## src/rtl/fwd_pkg.sv

```systemverilog
// Shared constants and helpers for the forwarding / hazard unit.
package fwd_pkg;

  // Select value meaning "take the operand from the register file"
  localparam int FWD_RF = 0;

  // Latency classes: bubbles a consumer needs before it may enter EX
  localparam int LAT_ALU  = 0;
  localparam int LAT_LOAD = 1;

  // Width of a forward select able to name the register file plus every stage
  function automatic int sel_w(input int num_stages);
    return $clog2(num_stages + 1);
  endfunction

endpackage

```

## src/rtl/fwd_scoreboard.sv

```systemverilog
// Per-register countdown scoreboard for multi-cycle producers.
// Each counter holds the number of bubbles still owed before a consumer of
// that register may enter EX; it reports RAW and WAW hazards for the ID slot.
module fwd_scoreboard #(
  parameter int REG_AW  = 5,
  parameter int NUM_SRC = 2,
  parameter int MAX_LAT = 3,
  parameter int LAT_W   = $clog2(MAX_LAT + 1)
) (
  input  logic                      clk_i,
  input  logic                      rst_i,
  input  logic                      set_en_i,
  input  logic [REG_AW-1:0]         set_reg_i,
  input  logic [LAT_W-1:0]          set_lat_i,
  input  logic                      valid_i,
  input  logic [NUM_SRC*REG_AW-1:0] src_i,
  input  logic [NUM_SRC-1:0]        src_used_i,
  input  logic                      wr_en_i,
  input  logic [REG_AW-1:0]         dst_i,
  input  logic [LAT_W-1:0]          lat_i,
  output logic                      raw_o,
  output logic                      waw_o
);

  localparam int NUM_REGS = 2 ** REG_AW;

  logic [LAT_W-1:0] cnt_q [NUM_REGS];
  logic [LAT_W-1:0] cnt_d [NUM_REGS];

  // Next counter values: an issue write wins, otherwise count down to zero
  always_comb begin
    for (int r = 0; r < NUM_REGS; r++) begin
      cnt_d[r] = cnt_q[r];
      if (set_en_i && (set_reg_i == REG_AW'(r))) begin
        cnt_d[r] = set_lat_i;
      end else if (cnt_q[r] != '0) begin
        cnt_d[r] = cnt_q[r] - LAT_W'(1);
      end
    end
    cnt_d[0] = '0;
  end

  // Counter array; reset clears every pending producer at once
  always_ff @(posedge clk_i or negedge rst_i) begin
    if (!rst_i) begin
      for (int r = 0; r < NUM_REGS; r++) begin
        cnt_q[r] <= '0;
      end
    end else begin
      for (int r = 0; r < NUM_REGS; r++) begin
        cnt_q[r] <= cnt_d[r];
      end
    end
  end

  // Hazard lookup: a read of a busy register, or a write that would retire
  // before an older in-flight write to the same register
  always_comb begin
    logic [REG_AW-1:0] src;
    raw_o = 1'b0;
    for (int s = 0; s < NUM_SRC; s++) begin
      src = src_i[s*REG_AW +: REG_AW];
      if (src_used_i[s] && (src != '0) && (cnt_q[src] != '0)) begin
        raw_o = 1'b1;
      end
    end
    raw_o = raw_o & valid_i;
    waw_o = valid_i & wr_en_i & (dst_i != '0) & (cnt_q[dst_i] > lat_i);
  end

endmodule

```

## src/rtl/fwd_hazard_unit.sv

```systemverilog
// Forwarding select prediction and load/multiply hazard stall between ID and EX.
// Selects are predicted in ID from where each producer will sit next cycle and
// registered so they line up with the instruction once it reaches EX.
module fwd_hazard_unit
  import fwd_pkg::*;
#(
  parameter int REG_AW     = 5,
  parameter int NUM_SRC    = 2,
  parameter int NUM_STAGES = 2,
  parameter int MAX_LAT    = 3,
  parameter int SEL_W      = sel_w(NUM_STAGES)
) (
  input  logic                           clk_i,
  input  logic                           rst_i,
  input  logic                           id_valid_i,
  input  logic [NUM_SRC*REG_AW-1:0]      id_src_i,
  input  logic [NUM_SRC-1:0]             id_src_used_i,
  input  logic                           id_wr_en_i,
  input  logic [REG_AW-1:0]              id_dst_i,
  input  logic [$clog2(MAX_LAT+1)-1:0]   id_lat_i,
  input  logic                           flush_i,
  input  logic                           ex_wr_en_i,
  input  logic [REG_AW-1:0]              ex_rd_i,
  input  logic [NUM_STAGES-1:0]          st_wr_en_i,
  input  logic [NUM_STAGES*REG_AW-1:0]   st_rd_i,
  output logic                           stall_o,
  output logic [NUM_SRC*SEL_W-1:0]       fwd_sel_o,
  output logic [31:0]                    stall_cnt_o
);

  localparam int LAT_W = $clog2(MAX_LAT + 1);

  logic                     raw;
  logic                     waw;
  logic                     issue;
  logic                     sb_set_en;
  logic [NUM_SRC*SEL_W-1:0] pred_sel;
  logic [NUM_SRC*SEL_W-1:0] fwd_sel_d;
  logic [NUM_SRC*SEL_W-1:0] fwd_sel_q;
  logic [31:0]              stall_cnt_d;
  logic [31:0]              stall_cnt_q;
  logic                     unused_oldest_stage;

  // The oldest stage's producer leaves the forwarding window next cycle,
  // so it can never be a forwarding source for the instruction in ID.
  assign unused_oldest_stage = ^{st_wr_en_i[NUM_STAGES-1],
                                 st_rd_i[(NUM_STAGES-1)*REG_AW +: REG_AW]};

  fwd_scoreboard #(
    .REG_AW  (REG_AW),
    .NUM_SRC (NUM_SRC),
    .MAX_LAT (MAX_LAT),
    .LAT_W   (LAT_W)
  ) u_scoreboard (
    .clk_i      (clk_i),
    .rst_i      (rst_i),
    .set_en_i   (sb_set_en),
    .set_reg_i  (id_dst_i),
    .set_lat_i  (id_lat_i),
    .valid_i    (id_valid_i),
    .src_i      (id_src_i),
    .src_used_i (id_src_used_i),
    .wr_en_i    (id_wr_en_i),
    .dst_i      (id_dst_i),
    .lat_i      (id_lat_i),
    .raw_o      (raw),
    .waw_o      (waw)
  );

  // Stall and issue decisions; flush overrides both
  always_comb begin
    stall_o   = (raw | waw) & ~flush_i;
    issue     = id_valid_i & ~stall_o & ~flush_i;
    sb_set_en = issue & id_wr_en_i & (id_dst_i != '0);
  end

  // Predict each operand's select: scan oldest to youngest so the youngest
  // matching producer (the one currently in EX) has the final say
  always_comb begin
    logic [REG_AW-1:0] src;
    logic [SEL_W-1:0]  sel;
    pred_sel = '0;
    for (int s = 0; s < NUM_SRC; s++) begin
      src = id_src_i[s*REG_AW +: REG_AW];
      sel = SEL_W'(FWD_RF);
      if (id_src_used_i[s] && (src != '0)) begin
        for (int k = NUM_STAGES - 1; k >= 1; k--) begin
          if (st_wr_en_i[k-1] && (st_rd_i[(k-1)*REG_AW +: REG_AW] == src)) begin
            sel = SEL_W'(k + 1);
          end
        end
        if (ex_wr_en_i && (ex_rd_i == src)) begin
          sel = SEL_W'(1);
        end
      end
      pred_sel[s*SEL_W +: SEL_W] = sel;
    end
  end

  // Next register values: bubbles carry an all-RF select; stall count saturates
  always_comb begin
    fwd_sel_d   = issue ? pred_sel : '0;
    stall_cnt_d = stall_cnt_q;
    if (stall_o && (stall_cnt_q != 32'hFFFF_FFFF)) begin
      stall_cnt_d = stall_cnt_q + 32'd1;
    end
  end

  // Select register travelling with the ID/EX pipeline register, plus stall counter
  always_ff @(posedge clk_i or negedge rst_i) begin
    if (!rst_i) begin
      fwd_sel_q   <= '0;
      stall_cnt_q <= '0;
    end else begin
      fwd_sel_q   <= fwd_sel_d;
      stall_cnt_q <= stall_cnt_d;
    end
  end

  assign fwd_sel_o   = fwd_sel_q;
  assign stall_cnt_o = stall_cnt_q;

endmodule

```

## config.mk

```make
export PLATFORM = sky130hd
export DESIGN_NAME = fwd_hazard_unit
export DESIGN_NICKNAME = d
export VERILOG_FILES = /design/src/rtl/fwd_pkg.sv /design/src/rtl/fwd_scoreboard.sv /design/src/rtl/fwd_hazard_unit.sv
export SDC_FILE = /design/constraint.sdc
export NUM_CORES = 1
export LEC_CHECK = 0
export CAP_MARGIN = 40
export CORE_ASPECT_RATIO = 1.1
export CORE_MARGIN = 2
export CORE_UTILIZATION = 55
export DETAILED_ROUTE_END_ITERATION = 6
export PLACE_DENSITY = 0.85
export SLEW_MARGIN = 0
export SYNTH_ARGS = -nofsm -noshare
export SYNTH_HDL_FRONTEND = slang
export SYNTH_SLANG_ARGS = --single-unit
```

## constraint.sdc

```tcl
create_clock -name clk_i -period 6.4 [get_ports clk_i]
set_clock_uncertainty 0.1 [all_clocks]
set_input_delay 0.64 -clock clk_i [delete_from_list [all_inputs] [get_ports clk_i]]
set_output_delay 0.64 -clock clk_i [all_outputs]
set_load 0.01 [all_outputs]
```

==> metrics.cfg, run 1 <==
[floorplan]
dieArea_sq_mm = 0.0137
die_h_microns = 122
die_x_microns = 112
initial_core_util_pct = 56.0
placeableCoreArea_sq_mm = 0.0125
rows = 43
ios = 79

[yosys]
synth_cell_types = 46
synth_nets = 795
syn_area_sq_mm = 0.00702
syn_inst = 719
synth_edf_count = 0
postSynthAreaPerCell_sq_um = 9.76
synth_seq_area_share_pct = 35.0
synth-main-ff-cell = dfrtp_1
ys_ff_latch = 98
ys_async_sr_fraction_pct = 100
yosys_warnings = 0

[sta]
tns_ns = 0
slew_headroom_pct = 38.7
worstMarginPinSlew_ns = 0.912
rsz0062_at_grt = false
hold_viol = 0
drv_slew = 0
fin_crit_ns = 5.48
fmax_mhz = 183
timing.final.crit_share_pct = 85.6
finalSetupViolCount = 0

[setup_path]
cp_cell_sequence = clkdlybuf4s50_1 > buf_4 > mux4_2 > mux4_2 > nand2b_1 > o31ai_1 > ha_1 > nor2b_1 > o211ai_1 > a21oi_1 > a31oi_1 > o21ai_0 > nor4_4 > nor2_1 > clkdlybuf4s50_1
slowest_stage = clkdlybuf4s50_1
path_buf_inv = 3
crit_fanout = 12
critPathLaunchType = input pin
crit_path_end_kind = primary output
required_ns = 5.66
critPathTopFamily = buffers and inverters
slowest_delay_ns = 0.78
critPathKind = in -> out
cp.arrival_ns = 4.74

[placed_design]
dp_hpwl_mm = 13.9
gp_congestion = 0.894
io_buffers = 72

[final_layout]
drive_gt1_share_pct = 13.0
areaGrowthSynthToFinish_pct = 16.4
n_fill_cell = 941
antenna_cells = 0
fin_nets = 852

[global_route]
grt_pass1_vias = 6414
grt_util_all_layers_pct = 30.0
grt_max_degree = 66
grt_pass1_wl_mm = 32.3
antenna_found_initial = 0
grt-ovfl-total = 0

[cts]
cts_setup_buffers = 0
cts_resized = 0
path_clk_slew_ns = 0.06
cts.hold.buffers_added = 0
cts.sinks = 98
cts_root_buffer = clkbuf_16
htree_levels = 3
clock_latency_ns = 0.35
cts_tree = yes
cts_buffers = 9
cts.path.max_buffers = 2

[routing]
drt-initial-drc-count = 694
finalWirelength_mm = 20.0
vias = 6205
remaining_drc_errors = 0
ant_nets = 0
vias_per_cell = 6.63
wire_per_inst_microns = 21.4
first_pass_iters = 6

[power_and_ir_drop]
power.total_w = 0.00344
powerDensity_mw_per_mm2 = 421
irDropWorstVdd_uv = 189
p_leak_nw = 3.59

[worst_hold_path]
worstHoldPathType = in -> async

[outcome]
outcome = finished clean

[job]
maxCapViolCount = 0

through the flow:
step | setup slack (ns) | hold slack [ns] | util (%) | instances | cell area (sq um)
after floorplan | 1.41 | 0.244 | - | 719 | 7020
after global placement | 0.928 | 0.376 | 62.4 | 918 | 7820
after detailed placement | 0.773 | 0.384 | 62.8 | 922 | 7870
after CTS | 0.933 | 0.142 | 65.1 | 936 | 8160
after global routing | 0.726 | 0.163 | 65.1 | 936 | 8160
final | 0.923 | 0.131 | 65.1 | 936 | 8160
power breakdown:
| part | switching (W) | total [W] | internal [W] |
|---|---|---|---|
| combinational | 0.000833 | 0.00174 | 0.000904 |
| clock | 0.000237 | 0.000557 | 0.000320 |
| sequential | 0.000281 | 0.00114 | 0.000864 |
| total | 0.00135 | 0.00344 | 0.00209 |
Yosys cell counts, types with 2 or more instances:
cell        n  share of area, %
dfrtp_1    98                35
inv_1      68               3.6
mux2_2     49               7.9
nor2_1     44               2.4
nor3_1     42               3.0
xnor2_1    42               5.2
xor2_1     40               5.0
nand4_1    35               3.1
ha_1       34               6.1
mux2i_1    31               4.4
nand3_1    28               2.0
nand2_1    27               1.4
clkbuf_1   22               1.2
mux4_2     20               6.4
a21oi_1    19               1.4
nor4_1     14               1.2
a31oi_1    11              0.98
o21ai_0     9              0.64
buf_2       8              0.57
a211oi_1    6              0.64
nor2b_1     6              0.54
and3_1      5              0.45
mux2_1      5              0.80
nand2b_1    5              0.45
or3_1       5              0.45
and4_1      4              0.50
buf_1       4              0.21
nor3b_1     4              0.43
a311oi_1    3              0.37
buf_6       3              0.48
o2111ai_1   3              0.37
o211ai_1    3              0.32
a22o_1      2              0.25
a22oi_1     2              0.21
and2_1      2              0.18
buf_4       2              0.21
inv_2       2              0.11
nor4_2      2              0.36
nor4b_1     2              0.25
or4_1       2              0.21
path summary, 6_finish.rpt:
path                                         from                      to  slack, ns  depth (start not counted)
min reg2reg                       stall_cnt_o[17]         stall_cnt_o[17]       0.39                          1
max                                   id_dst_i[1]                 stall_o       0.92                         15
min                                         rst_i         stall_cnt_o[19]       0.13                          1
max in group asynchronous                   rst_i  u_scoreboard.cnt_q[19]       4.82                          2
min in group clk_i                stall_cnt_o[17]         stall_cnt_o[17]       0.39                          1
max reg2reg                u_scoreboard.cnt_q[15]  u_scoreboard.cnt_q[56]       1.76                         13
per-layer routing:
layer  up-vias  GRT usage, %  part of all wire, %
met3       100          5.68                  9.3
met1      3001          36.3                   37
li1       2684             -                    -
met5         -             0                    0
met4         0          18.9                  5.5
met2       420          49.8                   49
logic make-up after synthesis:
group           count (synthesis)  share of synthesized area, %
simple gates                  227                          17.0
buf+inv                       109                          6.40
mux                           105                          19.5
flops                          98                          35.0
xor+xnor                       82                          10.2
compound gates                 64                          5.87
fa+ha+maj                      34                          6.06
area by class of cell:
class / count / area [sq um] / share of cell area, %
Sequential cell: 98 / 2450 / 30.0
Timing Repair Buffer: 85 / 835 / 10.2
Inverter: 70 / 263 / 3.22
Multi-Input combinational cell: 512 / 4120 / 50.5
Clock buffer: 12 / 256 / 3.14
Clock inverter: 2 / 37.5 / 0.460
Tap cell: 157 / 196 / 2.41
cells in the final DEF (no fill, tap or decap), types with 2 or more instances in the layout:
cell / instances
inv_2: 2
nor4_1: 14
and4_1: 4
nor2b_1: 6
nor3_1: 42
or4_1: 2
nor3b_1: 4
a22o_1: 2
a22oi_1: 2
and3_1: 5
a311oi_1: 3
nand2_1: 27
o21ai_0: 9
nand2b_1: 5
a31oi_1: 11
a21oi_1: 19
inv_1: 68
xnor2_1: 42
a211oi_1: 6
mux4_2: 20
dfrtp_1: 98
nand3_1: 28
nor4b_1: 2
nor2_1: 44
or3_1: 5
ha_1: 34
mux2_2: 49
buf_8: 2
and2_1: 2
mux2_1: 5
buf_4: 11
clkbuf_16: 9
clkdlybuf4s50_1: 71
o211ai_1: 3
xor2_1: 40
mux2i_1: 31
nand4_1: 35
clkbuf_8: 2
o2111ai_1: 3
flip-flops by register name, indices dropped and copies added, names as in the netlist:
register / flops
u_scoreboard.cnt_q: 62
fwd_sel_o: 4
stall_cnt_o: 32
Note: power is estimated with default switching activity, not from simulation.
==> run 2, diff against run 1 <==
--- a/config.mk
+++ b/config.mk
@@ -7,7 +7,7 @@
 export LEC_CHECK = 0
 export CAP_MARGIN = 40
 export CORE_ASPECT_RATIO = 1.1
-export CORE_MARGIN = 2
+export CORE_MARGIN = 4
 export CORE_UTILIZATION = 55
 export DETAILED_ROUTE_END_ITERATION = 6
 export PLACE_DENSITY = 0.85
@@ -15,3 +15,4 @@
 export SYNTH_ARGS = -nofsm -noshare
 export SYNTH_HDL_FRONTEND = slang
 export SYNTH_SLANG_ARGS = --single-unit
+export TNS_END_PERCENT = 10
==> run 2 against run 1 <==
Against the previous run: final area increased by 0.14%; sequential power is essentially flat; routed wire length is 5.9% lower; non-clock buffer count up 1; via count shrank 1.7%; maximum frequency rose by 0.62%; final cell count is 0.11% higher.
==> metrics.cfg, run 2 (synthesized netlist as in run 1, its figures left out) <==
[cts]
cts.sinks = 98  ; unchanged
htree_levels = 3  ; unchanged
path_clk_slew_ns = 0.06  ; about the same
cts_buffers = 9  ; unchanged
cts_setup_buffers = 0  ; unchanged
clock_latency_ns = 0.36  ; about the same
cts.path.max_buffers = 2  ; unchanged
cts.hold.buffers_added = 0  ; unchanged
cts_root_buffer = clkbuf_16
cts_resized = 0  ; unchanged
cts_tree = yes

[final_layout]
fin_nets = 853  ; +0.12%
antenna_cells = 0  ; unchanged
top_register = u_scoreboard.cnt_q
n_fill_cell = 931  ; -1.1%
largest_reg_flops = 62  ; unchanged
final_common_cell = dfrtp_1
areaGrowthSynthToFinish_pct = 16.5
drive_gt1_share_pct = 13.1  ; +0.11 points
layout_common_cells = dfrtp_1, clkdlybuf4s50_1, inv_1

[setup_path]
cp_cell_sequence = clkdlybuf4s50_1 > buf_4 > nor2b_1 > a22o_1 > mux4_2 > mux2_2 > ha_1 > nor2b_1 > o211ai_1 > a21oi_1 > a31oi_1 > o21ai_0 > nor4_4 > nor2_1 > clkdlybuf4s50_1
slowest_stage = nor2b_1
crit_path_end_kind = primary output
crit_fanout = 23  ; +11
critPathKind = in -> out
required_ns = 5.66  ; about the same
cp.arrival_ns = 4.70  ; -0.04 ns
critPathLaunchType = input pin
slowest_delay_ns = 0.76  ; -0.02 ns

[global_route]
grt_max_degree = 65  ; -1.5%
grt_pass1_vias = 6171  ; -3.8%
grt-ovfl-total = 0  ; unchanged
grt_pass1_wl_mm = 30.4  ; -5.9%
antenna_found_initial = 0  ; unchanged
grt_util_all_layers_pct = 26.2  ; -3.9 points

[worst_hold_path]
worstHoldPathType = in -> async

[power_and_ir_drop]
p_leak_nw = 3.60  ; +0.31%
powerDensity_mw_per_mm2 = 412  ; -2.2%
combPwrFrac_pct = 50.6  ; about the same
netSwitchingFraction_pct = 38.6  ; -0.65 points
pwr-share-clk_pct = 15.7  ; -0.5 points
irDropWorstVdd_uv = 252  ; +34%
p_sw_w = 0.00130  ; -3.7%
intPower_w = 0.00207  ; -1.1%
seqPwrFrac_pct = 33.7  ; +0.4 points

[sta]
whs_ns = 0.0112  ; -0.120 ns
tns_ns = 0  ; unchanged
fin_crit_ns = 5.44  ; -0.0338 ns
timing.final.crit_share_pct = 85.1  ; -0.53 points
hold_viol = 0  ; unchanged
worstMarginPinSlew_ns = 0.876  ; -0.0360 ns
finalSetupViolCount = 0  ; unchanged
drv_slew = 0  ; unchanged
rsz0062_at_grt = false
slew_headroom_pct = 41.5  ; +2.8 points
fmax_mhz = 184  ; +0.62%

[floorplan]
placeableCoreArea_sq_mm = 0.0125  ; unchanged
dieArea_sq_mm = 0.0146  ; +7.0%
initial_core_util_pct = 56.0  ; unchanged
die_h_microns = 126  ; +3.3%
ios = 79  ; unchanged
die_x_microns = 116  ; +3.6%
rows = 43  ; unchanged

[placed_design]
dp_hpwl_mm = 13.6  ; -2.1%
gp_congestion = 0.914  ; +2.3%
io_buffers = 72  ; unchanged

[job]
maxCapViolCount = 0  ; unchanged

[outcome]
outcome = finished clean

[routing]
finalWirelength_mm = 18.8  ; -5.9%
drt-initial-drc-count = 797  ; +15%
vias = 6101  ; -1.7%
wire_per_inst_microns = 20.1  ; -6.0%
vias_per_cell = 6.51  ; -1.8%
ant_nets = 0  ; unchanged
remaining_drc_errors = 0  ; unchanged
first_pass_iters = 6  ; unchanged

-- run 2: cell count changes in the layout (fill, tap and decap cells not counted) --
cell and change:
buf_8 +1, buf_16 +1, clkbuf_8 -2, clkinv_2 +3, clkinvlp_4 -1, buf_6 -1
-- run 2: cell type report --
class	instances	area (sq um)	share of cell area, %
clock inverters	4	45.0	0.551
inverters	70	263	3.21
multi-input cells	512	4120	50.4
flip-flops and latches	98	2450	30.0
repair buffers	86	866	10.6
well taps	157	196	2.40
clock buffers	10	229	2.80
-- run 2: per-layer routing --
metal | share of wire (%) | GRT usage (%) | vias to the layer above | wire length, microns
met3 | 10 | 6.63 | 59 | 1870
met5 | 0 | 0 | - | 0
met1 | 37 | 33.2 | 2980 | 7010
li1 | - | - | 2691 | -
met4 | 3.2 | 9.76 | 0 | 594
met2 | 50 | 43.1 | 371 | 9330
-- run 2: worst max-delay path: cells and delay by family --
kind / cells / cell delay (ns)
multiplexers: 2 / 0.40
AO/OA/AOI/OAI: 5 / 0.86
buffers and inverters: 3 / 1.28
adder cells (fa/ha/maj): 1 / 0.23
AND/OR/NAND/NOR: 4 / 1.30
-- run 2: path summary, 6_finish.rpt --
| path | start | end | slack, ns | cells after the start |
|---|---|---|---|---|
| setup reg to reg | u_scoreboard.cnt_q[49] | u_scoreboard.cnt_q[52] | 1.81 | 13 |
| max in group asynchronous | rst_i | u_scoreboard.cnt_q[54] | 5.17 | 3 |
| hold / removal | rst_i | stall_cnt_o[19] | 0.01 | 1 |
| hold reg to reg | stall_cnt_o[31] | stall_cnt_o[31] | 0.39 | 1 |
| min in group clk_i | stall_cnt_o[31] | stall_cnt_o[31] | 0.39 | 1 |
| setup / recovery | id_dst_i[0] | stall_o | 0.96 | 15 |
-- run 2: through the flow --
step	total power (W)	utilization (%)	setup WS, ns	std cells	instance area, sq um
final	0.00337	65.2	0.956	937	8170
after global routing	0.00360	65.2	0.853	937	8170
after CTS	0.00336	65.2	1.00	937	8170
after detailed placement	0.00282	63.0	0.771	923	7900
after global placement	0.00263	62.4	0.930	918	7820
after floorplan	0.00238	-	1.41	719	7020
-- run 2: power by group through the flow --
stage          clock (W)  sequential (W)  combinational (W)
2_1_floorplan          0         0.00106            0.00132
3_3_place_gp           0         0.00111            0.00152
3_5_place_dp           0         0.00113            0.00169
4_1_cts         0.000536         0.00112            0.00170
5_1_grt         0.000560         0.00116            0.00188
6_report        0.000529         0.00113            0.00171
==> run 3, diff against run 2 <==
--- a/config.mk
+++ b/config.mk
@@ -14,5 +14,6 @@
 export SLEW_MARGIN = 0
 export SYNTH_ARGS = -nofsm -noshare
 export SYNTH_HDL_FRONTEND = slang
+export SYNTH_HIERARCHICAL = 1
 export SYNTH_SLANG_ARGS = --single-unit
 export TNS_END_PERCENT = 10
==> run 3 against run 2 <==
Against the previous run: final area decreased by 1.7%; non-clock buffer count shrank 7; highest routed layer unchanged; synthesized cell count is 4.3% higher; die area down 2.1%; register-to-register slack got worse by 0.03 ns; clock power is 5.1% higher; global-route usage fell by 0.95 points; critical path depth grew 1.
==> metrics.cfg, run 3 <==
[yosys]
syn_inst = 750  ; +4.3%
yosys.area.top_type_share_pct = 35.8  ; +0.82 points
postSynthAreaPerCell_sq_um = 9.14  ; -6.3%
ys_top_cells_by_count = nor2_1, dfrtp_1, a21oi_1
yosys_warnings = 6  ; +6
synthMostInstantiatedCell = nor2_1
synth-main-ff-cell = dfrtp_1
synth_cell_types = 57  ; +24%
synth_seq_area_share_pct = 35.8  ; +0.82 points
syn_area_sq_mm = 0.00686  ; -2.3%
synthTopCellsByArea = dfrtp_1, mux4_2, xor2_1, ha_1, nor2_1
ys_async_sr_fraction_pct = 100  ; unchanged
synth_nets = 826  ; +3.9%
synth_top_area_cell = dfrtp_1
synth_edf_count = 0  ; unchanged
ys_ff_latch = 98  ; unchanged

[placed_design]
dpl_cell_area_sq_mm = 0.00773  ; -2.1%
gp_congestion = 0.964  ; +5.5%
io_buffers = 72  ; unchanged
dp_hpwl_mm = 12.5  ; -8.2%
dp_slack_ns = 0.752  ; -0.0189 ns
placed_cells_incl_taps = 963  ; +4.3%

[cts]
cts_setup_buffers = 0  ; unchanged
cts.path.max_buffers = 2  ; unchanged
cts_buffers = 9  ; unchanged
cts_resized = 0  ; unchanged
htree_levels = 3  ; unchanged
cts.hold.buffers_added = 0  ; unchanged
path_clk_slew_ns = 0.07  ; about the same
cts.sinks = 98  ; unchanged
cts_root_buffer = clkbuf_16
cts_tree = yes
clock_latency_ns = 0.35  ; about the same

[sta]
fin_crit_ns = 5.39  ; -0.0571 ns
hold_viol = 0  ; unchanged
fmax_mhz = 186  ; +1.1%
timing.final.crit_share_pct = 84.2  ; -0.89 points
finalSetupViolCount = 0  ; unchanged
tns_ns = 0  ; unchanged
drv_slew = 0  ; unchanged
worst_slack_ns = 1.01  ; +0.0571 ns
slew_headroom_pct = 37.0  ; -4.5 points
worstMarginPinSlew_ns = 0.943  ; +0.0669 ns
rsz0062_at_grt = false

[final_layout]
top_register = u_scoreboard/cnt_q
fin_nets = 896  ; +5.0%
final_common_cell = nor2_1
largest_reg_flops = 62  ; unchanged
drive_gt1_share_pct = 9.34  ; -3.7 points
layout_common_cells = nor2_1, dfrtp_1, a21oi_1
design_area_sq_mm = 0.00803  ; -1.7%
areaGrowthSynthToFinish_pct = 17.2
antenna_cells = 0  ; unchanged
finalNonFillerCells = 978  ; +4.4%

[routing]
remaining_drc_errors = 0  ; unchanged
vias = 5970  ; -2.1%
first_pass_iters = 5  ; -1
top_layer = met4
route.met3.wl_mm = 1.23  ; -34%
drt-initial-drc-count = 411  ; -48%
vias_per_cell = 6.10  ; -6.2%
wire_per_inst_microns = 18.0  ; -10%
dr_wl_met2_mm = 8.55  ; -8.4%
finalWirelength_mm = 17.6  ; -6.3%
wl_met1_mm = 7.30  ; +4.1%
ant_nets = 0  ; unchanged

[floorplan]
dieArea_sq_mm = 0.0143  ; -2.1%
placeableCoreArea_sq_mm = 0.0121  ; -3.2%
ios = 79  ; unchanged
die_h_microns = 125  ; -1.1%
rows = 42  ; -2.3%
initial_core_util_pct = 56.5  ; +0.51 points
die_x_microns = 114  ; -1.1%

[setup_path]
path_buf_inv = 2  ; -1
critPathTopFamily = simple AND/OR/NAND/NOR gates
crit_path_end_kind = flop
slowest_delay_ns = 0.61  ; -0.15 ns
critPathKind = in -> reg
critPathLaunchType = input pin
cp_cell_sequence = clkdlybuf4s50_1 > buf_4 > mux4_2 > mux4_2 > mux2_2 > ha_1 > nor2b_1 > o2111ai_1 > a21oi_1 > nor4b_1 > o311a_1 > nand2b_1 > nor3b_1 > nand2_1 > nor2_1 > a21oi_1
crit_fanout = 29  ; +26%
slowest_stage = mux4_2
cp.arrival_ns = 5.52  ; +0.82 ns
required_ns = 6.53  ; +0.87 ns

[power_and_ir_drop]
p_sw_w = 0.00121  ; -6.7%
p_leak_nw = 3.53  ; -1.8%
power.total_w = 0.00315  ; -6.3%
combPwrFrac_pct = 46.0  ; -4.6 points
intPower_w = 0.00194  ; -6.1%
irDropWorstVdd_uv = 216  ; -14%
powerDensity_mw_per_mm2 = 393  ; -4.7%
pwr-share-clk_pct = 17.6  ; +1.9 points
seqPwrFrac_pct = 36.4  ; +2.7 points
netSwitchingFraction_pct = 38.5  ; -0.16 points

[global_route]
grt_util_all_layers_pct = 25.2  ; -0.95 points
grt_pass1_wl_mm = 29.0  ; -4.7%
grt-ovfl-total = 0  ; unchanged
grt_max_degree = 65  ; unchanged
grt_pass1_vias = 5934  ; -3.8%
antenna_found_initial = 0  ; unchanged

[outcome]
outcome = finished clean

[job]
maxCapViolCount = 0  ; unchanged

[worst_hold_path]
worstHoldPathType = in -> async

run 3: cell types whose count changed after synthesis, sizes merged, moves of 10 or more:
cell   before  now
xor2       40   50
buf        17    7
a21oi      19   77
nand4      35   17
nor2       44  113
xnor2      42   32
mux2i      31    4
mux2       54   16
nor3       42   25
nand2      27   51
run 3: area by class of cell:
type                            count  area, sq um
Fill cell                         988         4110
Multi-Input combinational cell    562         4050
Sequential cell                    98         2450
Timing Repair Buffer               79          771
Inverter                           70          263
Clock buffer                        9          225
Tap cell                          154          193
Clock inverter                      6         76.3
run 3: per-stage QoR:
step / hold WS, ns / utilization, %
final: 0.135 / 66.2
after global routing: 0.177 / 66.2
after CTS: 0.149 / 66.2
after detailed placement: 0.381 / 63.7
after global placement: 0.390 / 63.7
after floorplan: 0.244 / -
run 3: layer usage:
metal / up-vias / GRT usage (%)
li1: 2778 / -
met2: 259 / 41.1
met1: 2884 / 32.4
met3: 49 / 4.69
met4: 0 / 11.6
met5: - / 0
run 3: logic make-up after synthesis:
| group | count (synthesis) | share of synthesized area (%) |
|---|---|---|
| buffers and inverters | 90 | 5.09 |
| XOR/XNOR | 82 | 10.5 |
| adder cells (fa/ha/maj) | 34 | 6.21 |
| multiplexers | 46 | 11.8 |
| AO/OA/AOI/OAI | 123 | 11.0 |
| AND/OR/NAND/NOR | 277 | 19.7 |
| flip-flops | 98 | 35.8 |
run 3: final timing paths:
path,cells after the start,end,slack (ns),startpoint
min in group clk_i,1,stall_cnt_o[9],0.40,stall_cnt_o[9]
hold reg to reg,1,stall_cnt_o[9],0.40,stall_cnt_o[9]
hold / removal,1,fwd_sel_o[2],0.13,rst_i
setup / recovery,16,u_scoreboard/cnt_q[52],1.01,id_dst_i[0]
setup reg to reg,14,u_scoreboard/cnt_q[52],1.78,u_scoreboard/cnt_q[21]
max in group asynchronous,2,stall_cnt_o[10],4.90,rst_i
run 3: power groups by stage:
stage          clock (W)  combinational, W  sequential [W]
2_1_floorplan          0           0.00113         0.00107
3_3_place_gp           0           0.00135         0.00113
3_5_place_dp           0           0.00144         0.00115
4_1_cts         0.000567           0.00145         0.00114
5_1_grt         0.000595           0.00164         0.00118
6_report        0.000556           0.00145         0.00115
